**config.mk**
```make
export PLATFORM = sky130hd
export DESIGN_NAME = div_control_flat
export DESIGN_NICKNAME = d
export VERILOG_FILES = /design/src/rtl/div_control_if.sv /design/src/rtl/div_control.sv /design/src/flat_wrapper.sv
export SDC_FILE = /design/constraint.sdc
export NUM_CORES = 1
export LEC_CHECK = 0
export ABC_AREA = 1
export CORE_MARGIN = 8
export CORE_UTILIZATION = 45
export CTS_BUF_LIST = sky130_fd_sc_hd__clkbuf_8
export DETAILED_ROUTE_END_ITERATION = 12
export PLACE_DENSITY = 0.84
export RECOVER_POWER = 25
export SLEW_MARGIN = 20
export SYNTH_ARGS = -nofsm -noshare
export SYNTH_HDL_FRONTEND = slang
export SYNTH_SLANG_ARGS = --single-unit
```
**constraint.sdc**
```tcl
create_clock -name clk -period 2.9 [get_ports clk]
set_clock_uncertainty 0.15 [all_clocks]
set_input_delay 0.87 -clock clk [delete_from_list [all_inputs] [get_ports clk]]
set_output_delay 0.87 -clock clk [all_outputs]
set_load 0.1 [all_outputs]
```
**src/rtl/div_control_if.sv**
```systemverilog
// Control/status bundle between the divider sequencer and its operand bus and datapath.
// The slave modport is the controller view; master is the datapath/requester view.
interface div_control_if;
  logic       start;
  logic       bus_ack;
  logic       dividend_sign;
  logic       divisor_sign;
  logic       divisor_zero;
  logic       rem_ge;
  logic [1:0] Lc;
  logic       bus_req;
  logic       bus_sel;
  logic       shift_en;
  logic       sub_en;
  logic       q_bit;
  logic       negate_q;
  logic       negate_r;
  logic       busy;
  logic       done;
  logic       div_by_zero;
  logic [4:0] step_cnt;

  modport master (
    output start, bus_ack, dividend_sign, divisor_sign, divisor_zero, rem_ge,
    input  Lc, bus_req, bus_sel, shift_en, sub_en, q_bit, negate_q, negate_r,
    input  busy, done, div_by_zero, step_cnt
  );

  modport slave (
    input  start, bus_ack, dividend_sign, divisor_sign, divisor_zero, rem_ge,
    output Lc, bus_req, bus_sel, shift_en, sub_en, q_bit, negate_q, negate_r,
    output busy, done, div_by_zero, step_cnt
  );
endinterface

```
**src/rtl/div_control.sv**
```systemverilog
// Sequencer for a 16-bit restoring signed divider: fetches both operands over Dbus,
// runs 16 shift/subtract steps, then issues sign fix-up; 21 cycles start-to-done with immediate bus_ack.
module div_control (
  input  logic         clk,
  input  logic         rst,
  div_control_if.slave ctl
);

  localparam logic [2:0] S_IDLE   = 3'd0;
  localparam logic [2:0] S_LD_DVD = 3'd1;
  localparam logic [2:0] S_LD_DVS = 3'd2;
  localparam logic [2:0] S_CHECK  = 3'd3;
  localparam logic [2:0] S_ITER   = 3'd4;
  localparam logic [2:0] S_FIX    = 3'd5;
  localparam logic [2:0] S_DONE   = 3'd6;

  localparam logic [4:0] LAST_STEP = 5'd15;

  logic [2:0] state;
  logic [2:0] state_nxt;
  logic [4:0] cnt;
  logic       sign_x;
  logic       sign_r;
  logic       dbz;

  always_comb begin
    state_nxt = state;
    case (state)
      S_IDLE:   if (ctl.start) state_nxt = S_LD_DVD;
      S_LD_DVD: if (ctl.bus_ack) state_nxt = S_LD_DVS;
      S_LD_DVS: if (ctl.bus_ack) state_nxt = S_CHECK;
      S_CHECK:  state_nxt = ctl.divisor_zero ? S_DONE : S_ITER;
      S_ITER:   if (cnt == LAST_STEP) state_nxt = S_FIX;
      S_FIX:    state_nxt = S_DONE;
      default:  state_nxt = S_IDLE;
    endcase
  end

  // The step counter wraps to 0 after the last step so it reads 0 outside ITER.
  always_ff @(posedge clk) begin
    if (rst) begin
      state  <= S_IDLE;
      cnt    <= 5'd0;
      sign_x <= 1'b0;
      sign_r <= 1'b0;
      dbz    <= 1'b0;
    end else begin
      state <= state_nxt;
      case (state)
        S_IDLE: begin
          if (ctl.start) dbz <= 1'b0;
        end
        S_CHECK: begin
          sign_x <= ctl.dividend_sign ^ ctl.divisor_sign;
          sign_r <= ctl.dividend_sign;
          cnt    <= 5'd0;
          dbz    <= ctl.divisor_zero;
        end
        S_ITER: begin
          cnt <= (cnt == LAST_STEP) ? 5'd0 : cnt + 5'd1;
        end
        default: begin
        end
      endcase
    end
  end

  always_comb begin
    ctl.Lc       = 2'd0;
    ctl.bus_req  = 1'b0;
    ctl.bus_sel  = 1'b0;
    ctl.shift_en = 1'b0;
    ctl.sub_en   = 1'b0;
    ctl.q_bit    = 1'b0;
    ctl.negate_q = 1'b0;
    ctl.negate_r = 1'b0;
    ctl.done     = 1'b0;
    case (state)
      S_LD_DVD: begin
        ctl.bus_req = 1'b1;
        ctl.Lc      = ctl.bus_ack ? 2'd1 : 2'd0;
      end
      S_LD_DVS: begin
        ctl.bus_req = 1'b1;
        ctl.bus_sel = 1'b1;
        ctl.Lc      = ctl.bus_ack ? 2'd3 : 2'd0;
      end
      S_ITER: begin
        ctl.Lc       = 2'd2;
        ctl.shift_en = 1'b1;
        ctl.sub_en   = ctl.rem_ge;
        ctl.q_bit    = ctl.rem_ge;
      end
      S_FIX: begin
        ctl.negate_q = sign_x;
        ctl.negate_r = sign_r;
      end
      S_DONE: begin
        ctl.done = 1'b1;
      end
      default: begin
      end
    endcase
  end

  assign ctl.busy        = (state != S_IDLE);
  assign ctl.div_by_zero = dbz;
  assign ctl.step_cnt    = cnt;

endmodule

```
**src/flat_wrapper.sv**
```systemverilog
// flat-port wrapper written by rule: the top's interface ports become plain ports
module div_control_flat 
  (clk, rst, ctl_start, ctl_bus_ack, ctl_dividend_sign, ctl_divisor_sign, ctl_divisor_zero, ctl_rem_ge, ctl_Lc, ctl_bus_req, ctl_bus_sel, ctl_shift_en, ctl_sub_en, ctl_q_bit, ctl_negate_q, ctl_negate_r, ctl_busy, ctl_done, ctl_div_by_zero, ctl_step_cnt);
  div_control_if ctl_i ();
  input  logic clk;
  input  logic rst;
  input wire logic [$bits(ctl_i.start)-1:0] ctl_start;
  input wire logic [$bits(ctl_i.bus_ack)-1:0] ctl_bus_ack;
  input wire logic [$bits(ctl_i.dividend_sign)-1:0] ctl_dividend_sign;
  input wire logic [$bits(ctl_i.divisor_sign)-1:0] ctl_divisor_sign;
  input wire logic [$bits(ctl_i.divisor_zero)-1:0] ctl_divisor_zero;
  input wire logic [$bits(ctl_i.rem_ge)-1:0] ctl_rem_ge;
  output wire logic [$bits(ctl_i.Lc)-1:0] ctl_Lc;
  output wire logic [$bits(ctl_i.bus_req)-1:0] ctl_bus_req;
  output wire logic [$bits(ctl_i.bus_sel)-1:0] ctl_bus_sel;
  output wire logic [$bits(ctl_i.shift_en)-1:0] ctl_shift_en;
  output wire logic [$bits(ctl_i.sub_en)-1:0] ctl_sub_en;
  output wire logic [$bits(ctl_i.q_bit)-1:0] ctl_q_bit;
  output wire logic [$bits(ctl_i.negate_q)-1:0] ctl_negate_q;
  output wire logic [$bits(ctl_i.negate_r)-1:0] ctl_negate_r;
  output wire logic [$bits(ctl_i.busy)-1:0] ctl_busy;
  output wire logic [$bits(ctl_i.done)-1:0] ctl_done;
  output wire logic [$bits(ctl_i.div_by_zero)-1:0] ctl_div_by_zero;
  output wire logic [$bits(ctl_i.step_cnt)-1:0] ctl_step_cnt;
  assign ctl_i.start = ctl_start;
  assign ctl_i.bus_ack = ctl_bus_ack;
  assign ctl_i.dividend_sign = ctl_dividend_sign;
  assign ctl_i.divisor_sign = ctl_divisor_sign;
  assign ctl_i.divisor_zero = ctl_divisor_zero;
  assign ctl_i.rem_ge = ctl_rem_ge;
  assign ctl_Lc = ctl_i.Lc;
  assign ctl_bus_req = ctl_i.bus_req;
  assign ctl_bus_sel = ctl_i.bus_sel;
  assign ctl_shift_en = ctl_i.shift_en;
  assign ctl_sub_en = ctl_i.sub_en;
  assign ctl_q_bit = ctl_i.q_bit;
  assign ctl_negate_q = ctl_i.negate_q;
  assign ctl_negate_r = ctl_i.negate_r;
  assign ctl_busy = ctl_i.busy;
  assign ctl_done = ctl_i.done;
  assign ctl_div_by_zero = ctl_i.div_by_zero;
  assign ctl_step_cnt = ctl_i.step_cnt;
  div_control u_core (.clk(clk), .rst(rst), .ctl(ctl_i));
endmodule
```
# After elaboration in Yosys (flattened, before gate mapping)
# Cells that the tools add are included.
word_totals:
  reg_bits: 11
  latchBits: 0
  ram_bits: 0
  rom_bits: 0
  in_bits: 8
  mem_count: 0
classes:
  n_addsub: 1
  mul: 0
  n_div: 0
  magnitude_cmp: 0
  n_eq_ne: 11
  shifts: 0
  n_mux: 20
  bitwise_logic: 1
  reduce_logical: 7
op_table:
  columns: ["operator", "n"]
  rows:
  - ["one-hot mux 3 bit (6 select lines)", 1]
  - ["two-way mux 3 bit", 4]
  - ["one-hot mux 5 bit (2 select lines)", 1]
  - ["equality test 3 bit, second input constant", 3]
  - ["two-way mux 1 bit", 9]
  - ["equality test 3 x 2 -> 1 bit, second input constant", 2]
  - ["!= test 2 bit, second input constant", 3]
  - ["one-hot mux 2 bit (3 select lines)", 1]
  - ["adder 5 x 1 -> 5 bit, second input constant", 1]
  - ["equality test 5 x 4 -> 1 bit, second input constant", 1]
  - ["two-way mux 5 bit", 1]
  - ["two-way mux 2 bit", 2]
  - ["AND reduction 4 bit", 1]
  - ["nonzero test 2 bit", 2]
  - ["equality test 3 x 1 -> 1 bit, second input constant", 1]
  - ["logical NOT 3 bit", 1]
  - ["nonzero test 3 bit", 1]
  - ["!= test 2 x 1 -> 1 bit, second input constant", 1]
  - ["one-hot mux 1 bit (2 select lines)", 1]
  - ["AND reduction 2 bit", 1]
  - ["OR reduction 2 bit", 1]
  - ["bitwise XOR 1 bit", 1]

# Logic depth before layout (Yosys ltp)
# Gate-level depths: netlist of the first run.
logic_depth:
  depth_word: 3
  ltp_mapped: 8
  depth_no_buf: 8

# Worst setup path before layout of the first run
# No wires, ideal clock.
synth_path:
  kind: "reg2out"
  from: "register u_core.state[0]"
  to: "output port ctl_Lc[1]"
  arrival_ns: 4.165
  required_ns: 1.880
  slack_ns: -2.285
  path_stages_with_launch: 6
  cell_sequence: "dfxtp_1 -> inv_2 -> nand2_2 -> nor2_1 -> inv_1 -> o21ai_0"
synth_between:
  elab_chain_len: 2
synth_lines:
  columns: ["element", "line", "source"]
  rows:
  - ["from (decl)", "div_control.sv:19", "logic [2:0] state;"]
  - ["from (signal assigned)", "div_control.sv:48", "state <= state_nxt;"]
  - ["equality test 3 bit (tied with other cells)", "div_control.sv:78", "case (state)"]
  - ["one-hot mux 2 bit (3 select lines) *", "div_control.sv:78", null]
  - ["to (decl)", "flat_wrapper.sv:13", "output wire logic [$bits(ctl_i.Lc)-1:0] ctl_Lc;"]
# Mark *: on every way between the ends. The rest lies on a longest branch, timed or not.

# Final worst setup path of the first run
layout_path:
  from: "input port ctl_bus_ack"
  to: "output port ctl_Lc[1]"
layout_between:
  elab_chain_len: 2
layout_lines:
  columns: ["element", "line", "source"]
  rows:
  - ["from (decl)", "flat_wrapper.sv:8", "input wire logic [$bits(ctl_i.bus_ack)-1:0] ctl_bus_ack;"]
  - ["two-way mux 2 bit", "div_control.sv:86", "ctl.Lc = ctl.bus_ack ? 2'd3 : 2'd0;"]
  - ["one-hot mux 2 bit (3 select lines)", "div_control.sv:78", null]
# Every way passes these cells.

==> results of run 1 <==
[final cells by class]
cell class | count | area (sq um)
clock buffer | 3 | 41.3
multi-input combinational | 64 | 364
inverter | 15 | 56.3
tap | 15 | 18.8
timing repair buffer | 24 | 310
fill | 102 | 270
sequential | 11 | 220
clock inverter | 1 | 3.75
[stage by stage]
| stage | instances | total power (W) | hold WS [ns] | setup slack [ns] |
|---|---|---|---|---|
| 2_1_floorplan | 92 | 0.000761 | 0.280 | 0.00181 |
| 3_3_place_gp | 129 | 0.000948 | 0.292 | 0.0963 |
| 3_5_place_dp | 129 | 0.000957 | 0.295 | 0.0667 |
| 4_1_cts | 133 | 0.00111 | 0.303 | 0.0556 |
| 5_1_grt | 133 | 0.00116 | 0.320 | 0.0243 |
| 6_report | 133 | 0.00110 | 0.298 | 0.0620 |
[flip-flops by register name, indices dropped and copies added (netlist names)]
signal and flops:
u_core.sign_x 1, u_core.sign_r 1, u_core.state 3, u_core.ctl.div_by_zero 1, u_core.ctl.step_cnt 5
[critical path, stage by stage]
cell,delay (ns)
clkdlybuf4s50_1,0.46
inv_1,0.11
o21ai_4,0.19
buf_12,0.19
[report_power, final]
part | internal, W | switching (W) | total (W)
logic | 0.000212 | 0.000527 | 0.000739
clock network | 0.0000931 | 0.0000603 | 0.000153
registers | 0.000177 | 0.0000307 | 0.000208
[cells in the mapped netlist]
library cell / instances / area [sq um]
dfxtp_1: 11 / 220
xor2_1: 1 / 8.76
inv_1: 10 / 37.5
a41oi_1: 1 / 8.76
nand4_1: 1 / 6.26
nand3_1: 8 / 40.0
o211ai_1: 1 / 7.51
nor2_1: 8 / 30.0
nand2_2: 4 / 25.0
xnor2_1: 1 / 8.76
a21oi_1: 9 / 45.0
nand3_2: 1 / 10.0
nand2_1: 19 / 71.3
inv_2: 4 / 15.0
nor2_2: 4 / 25.0
o21a_1: 1 / 7.51
o21ai_0: 4 / 20.0
ha_1: 1 / 12.5
buf_4: 2 / 15.0
clkinv_1: 1 / 3.75
[logic make-up after synthesis]
| group | count (synthesis) |
|---|---|
| adder cells (fa/ha/maj) | 1 |
| AO/OA/AOI/OAI | 16 |
| flip-flops | 11 |
| buffers and inverters | 17 |
| XOR/XNOR | 2 |
| AND/OR/NAND/NOR | 45 |
[worst paths after layout]
path | start | to | slack, ns | depth (start not counted)
min reg2reg | u_core.sign_x | u_core.sign_x | 0.30 | 2
min | u_core.sign_x | u_core.sign_x | 0.30 | 2
max | ctl_bus_ack | ctl_Lc[1] | 0.06 | 4
max reg2reg | u_core.state[2] | u_core.state[1] | 1.25 | 7
[layer usage]
| metal | GRT usage | share of wire | up-vias |
|---|---|---|---|
| li1 | - | - | 342 |
| met1 | 0.141 | 0.38 | 286 |
| met2 | 0.215 | 0.50 | 27 |
| met3 | 0.0392 | 0.098 | 5 |
| met4 | 0.0882 | 0.025 | 0 |
| met5 | 0 | 0 | - |
==> metrics list, run 1 <==
* Number of nets in the layout: 128
- In this run, post-CTS hold repair placed 0 buffers.
- # clock sinks: 11
* Global-route usage over all layers: 0.131
* Horizontal die dimension: between 50 and 60 um
- Worst-skew pair later-pin latency: 0.24 ns
* Status: finished clean
- The number of global-route vias before repair was 633.
* Total wire length after detailed routing: 1650 um
- The finished cells cover 0.00101 sq mm.
* Final ANT Viol Nets: 0
* Hold violation count in the final report: 0
- Setup repair after global routing left no endpoint under its margin.
- CTS tree: built
* Area fraction in compound gates after synthesis: 0.144
* Count of port buffers added during placement: 24
- CTS built an H-tree with a depth of 1.
- Gp weighted congestion: about 0.75
- Counting along the longest clock path gives a buffer depth of 2.
- Once detailed placement completed, the half-perimeter wirelength came to 1390 um.
- The die covers 0.00282 sq mm.
- Setup TNS after final layout: 0 ns
- Sequential fraction of the synthesis area: 0.356
- Count of maximum capacitance violations: 0
- Largest family of logic cells by synthesized area: simple AND/OR/NAND/NOR gates
- DR DRC count: 0
* Final Setup Violations: 0
* Count of pins over their slew limit: 0
* Final period util: 0.979
* Detailed-routing iteration count for the pre-antenna-repair pass: 4
- Global-route wire length before repair: approximately 2800 um
- Leading cell types in the layout, fill and taps excluded: nand2_1, inv_1, dfxtp_1
* Number of storage elements in the synthesis netlist: 11
- Worst min path class: flip-flop to flip-flop
* Capturing element type of the critical path: primary output
- Routed wire per std cell: 12.4 um
* Time the worst path needs with I/O delays and setup: around 2.8 ns
- Buffers added to address setup during post-CTS repair amount to 0.
- The first routing iteration left 17 violations.
- Ant diodes: 0
* Number of ports placed on the die boundary: 25
* Via/cell ratio: 4.96
* Most common cell after layout, fill and taps aside: nand2_1
- Slew @ Worst Pin: 0.396 ns
* Peak supply drop: about 0.6 mV
- Entering global routing, the biggest net connects 9 pins.
- Once the clock tree was built, the resizer swapped 0 gates to a different size.
- Avg Cell Area, Syn: 6.72 sq um
* Overflow left after global routing: 0
* Number of library cell types mapped by synthesis: 20
- In this run the cell area of the synthesized design comes to 618 sq um.
- Worst Path Max Fanout: 3
- Data arrival time of the critical path: 1.82 ns
* End-of-flow core utilization: 0.790
- During synthesis, Yosys emitted a total of 0 warnings.
* Fraction of final layout cells sized beyond drive strength 1: 0.305
- Placement Cell Area: around 970 sq um
- Syn_nets: 101
- Clock-pin slew was measured on the worst setup and hold paths at 0.05 ns.
- Number of antenna violations at the first check in global routing: 0
* Area overhead of the layout relative to synthesis: 64.2%
- Of the total synthesized cell area, the portion taken by full adders, half adders and majority gates is 0.0202.
- The worst pin sits at a relative slew slack of 0.735.
- Data on the critical path is required at its endpoint by between 1.5 and 2 ns.
* Initial Utilization: 0.481
- Clock buffer count from CTS: 3
* Count of standard-cell rows: 13
- The total area inside the core boundary comes to 0.00128 sq mm.
* Synth Area in XOR/XNOR: 0.0283
- Number of instances in the synthesized netlist: 92
- The analysis attributes to cell leakage a power of ~0.45 nW.
* Fmax: about 350 MHz
- Dividing total power by cell area gives a power density of 1080 mW/mm^2.
* Post-Synth Simple-Gate Area: 0.336
- Class of the most critical setup path: input pin to primary output
* Fraction of synthesized area in multiplexers: 0
- CP startpoint kind: input pin
- The routed layout has 660 vias.
- The root buffer cell chosen for the clock tree is clkbuf_8.
- Die Ht: 53.1 um
Note: power is estimated with default switching activity, not from simulation.
==> run 2: changes to the inputs <==
Settings changed: CORE_MARGIN 8 to unset.
==> metrics list, run 2 (synthesis results as in run 1) <==
- HPWL after DPL: 1160 um
- In the final layout, the share of cells above drive strength 1 is 0.305.
- Count of port buffers added during placement: 24
- Combinational share of power: 0.673
- During I/O placement, the number of pins put on the boundary was 25.
- Gp weighted congestion: 0.768
- Root buffer cell: clkbuf_8
- Worst Path Max Fanout: 3
- Gate family responsible for the most delay along the worst path: buffers and inverters
- In this run the static leakage power is 0.443 nW.
- Setup slack of the most critical reg-to-reg path: 1.18 ns
* CP startpoint kind: input pin
- Once layout is complete, the cells apart from fillers number 132.
- Placed cell count: 128
* Overflow left after global routing: 0
- Once the clock tree was built, the setup fixing pass inserted 0 buffers.
* Setup repair after global routing missed its margin: false
- The floorplan step defined a core boundary enclosing 0.00119 sq mm.
- Area taken by flip-flops and latches: 220 sq um
* Detailed-route via count: between 600 and 700
* Switching share of total power: 0.561
* Fmax: around 360 MHz
- Total of fill cells in the finished design: 71
* Clock buffer count from CTS: 3
- Critical path buffers and inverters: 3
- Peak supply drop: 0.752 mV
- Status: finished clean
- The final max-slew violation count was 0.
* Worst setup timing slack at the placement stage: 0.0749 ns
* Die outline area: 0.00153 sq mm
- In the routed layout, each cell is associated on average with a via count of 4.98.
- At the pin with the least slew margin, the transition time is 0.447 ns.
* Final setup slack of the worst path: between 0.08 and 0.09 ns
* Final ANT Viol Nets: 0
- Most common cell after layout, fill and taps aside: nand2_1
* Global-route wire length before repair: 2310 um
- Setup TNS after final layout: 0 ns
- Clock slew seen by the registers of the worst setup and hold paths: 0.05 ns
- For the worst setup path, the data required time is 1.88 ns.
- The repair_antennas step left the layout with diodes totalling 0.
* Max_slew headroom: 0.701
- In the finished design, the share of the clock period the worst path needs comes to 0.969.
* Number of cells traversed by the worst hold path: 2
- Hold bufs inserted after CTS: 0
- Destination of the worst hold path: u_core.sign_r
- Area taken by multi-input logic gates: 364 sq um
- Setup violations remaining at the end of the flow were counted as 0.
* Total wire length after detailed routing: roughly 1400 um
- DRT iter0 DRCs: 8
- The register with the most flip-flops in the layout has 5 of them.
- For this run, the total global-route usage over all layers was measured as 0.226.
- Worst min path class: flip-flop to flip-flop
* Power share of the sequential group: 0.192
- Count of maximum capacitance violations: 0
* Total power: approximately 0.0011 W
* CTS tree: built
- Horizontal die dimension: 39.1 um
- The critical path in this run is classified as input pin to primary output.
* DR DRC count: 0
- The worst register-to-register path ends at u_core.state[0].
* Number of antenna violations at the first check in global routing: 0
* Worst-skew pair later-pin latency: 0.24 ns
- Data arrival time of the critical path: 1.79 ns
* Maximum cell stage delay along the critical path: 0.45 ns
* Time the worst path needs with I/O delays and setup: 2.81 ns
* Capturing element type of the critical path: primary output
* Hold violation count in the final report: 0
* Hold slack final: 0.318 ns
- Internal power summed over all cells: 0.000480 W
- At the end of the flow, the number of nets in the layout was 128.
* Area overhead of the layout relative to synthesis: 61.9%
* Initial Utilization: 0.521
- Depth of the most critical reg-to-reg path: 7
- Of the total power, the clock network draws 0.135.
- Critical-path cell list: clkdlybuf4s50_1 -> inv_1 -> o21ai_4 -> buf_12
- Entering global routing, the biggest net connects 9 pins.
- Clock tree synthesis found a total of 11 sinks.
* Number of buffers on the longest clock path: 2
- The worst register-to-register path begins at u_core.state[2].
- The die is 39.1 um tall.
* Power per unit of standard cell area: 1090 mW/mm^2
- The floorplan has 12 rows.
* H-Tree Level Count: 1
* Detailed-routing iteration count for the pre-antenna-repair pass: 4
- In this run the power spent charging and discharging nets is slightly above 0.0006 W.
- In the final routed layout, each cell accounts on average for 11.0 um.
- Worst-path cell with the longest stage delay: clkdlybuf4s50_1
- In this run the most critical hold path is launched from u_core.sign_r.
- The library cells used most frequently in the layout, excluding fill and tap cells, are nand2_1, inv_1, dfxtp_1.
* Cells resized by post-CTS repair: 0
- CP Depth: 4
* Vias in the first global route: 577
==> run 2: layer usage <==
layer | GRT usage | part of all wire
met4 | 0.0431 | 0
met1 | 0.260 | 0.45
met2 | 0.379 | 0.50
met3 | 0.104 | 0.050
met5 | 0 | 0
==> run 2: how the worst max path moves through the flow <==
stage	start	slack [ns]	end
floorplan	u_core.state[0]	0.002	ctl_Lc[0]
global placement	ctl_bus_ack	0.10	ctl_Lc[1]
detailed placement	ctl_bus_ack	0.07	ctl_Lc[1]
CTS	ctl_bus_ack	0.08	ctl_Lc[1]
global route	ctl_bus_ack	0.05	ctl_Lc[1]
finish	ctl_bus_ack	0.09	ctl_Lc[1]
==> run 2: cell type report <==
type | instances | share of cell area
multi-input cells | 64 | 0.364
repair buffers | 24 | 0.298
flip-flops and latches | 11 | 0.220
inverters | 15 | 0.0563
clock buffers | 3 | 0.0413
well taps | 14 | 0.0175
clock inverters | 1 | 0.00375
==> run 2: worst min-delay path, cell delays in order, from the launching register on <==
cell     delay [ns]
dfxtp_1        0.29
inv_1          0.07
a21oi_1        0.06
==> run 2: power by group through the flow <==
stage,Clock (W),Combinational [W],Sequential (W)
final,0.000148,0.000736,0.000210
after global placement,0,0.000733,0.000210
after detailed placement,0,0.000739,0.000212
after floorplan,0,0.000536,0.000225
after CTS,0.000150,0.000743,0.000209
after global routing,0.000159,0.000775,0.000213
==> run 2: through the flow <==
stage                     area [sq um]  utilization
final                             1000        0.844
after global routing              1000        0.844
after CTS                         1000        0.846
after detailed placement           958        0.808
after global placement             958        0.808
after floorplan                    658            -
==> run 3: changes to the inputs <==
Settings changed: CTS_CLUSTER_DIAMETER set to 60.
==> results of run 3 <==
Final layout, timing and power as in run 2 (identical DEF).
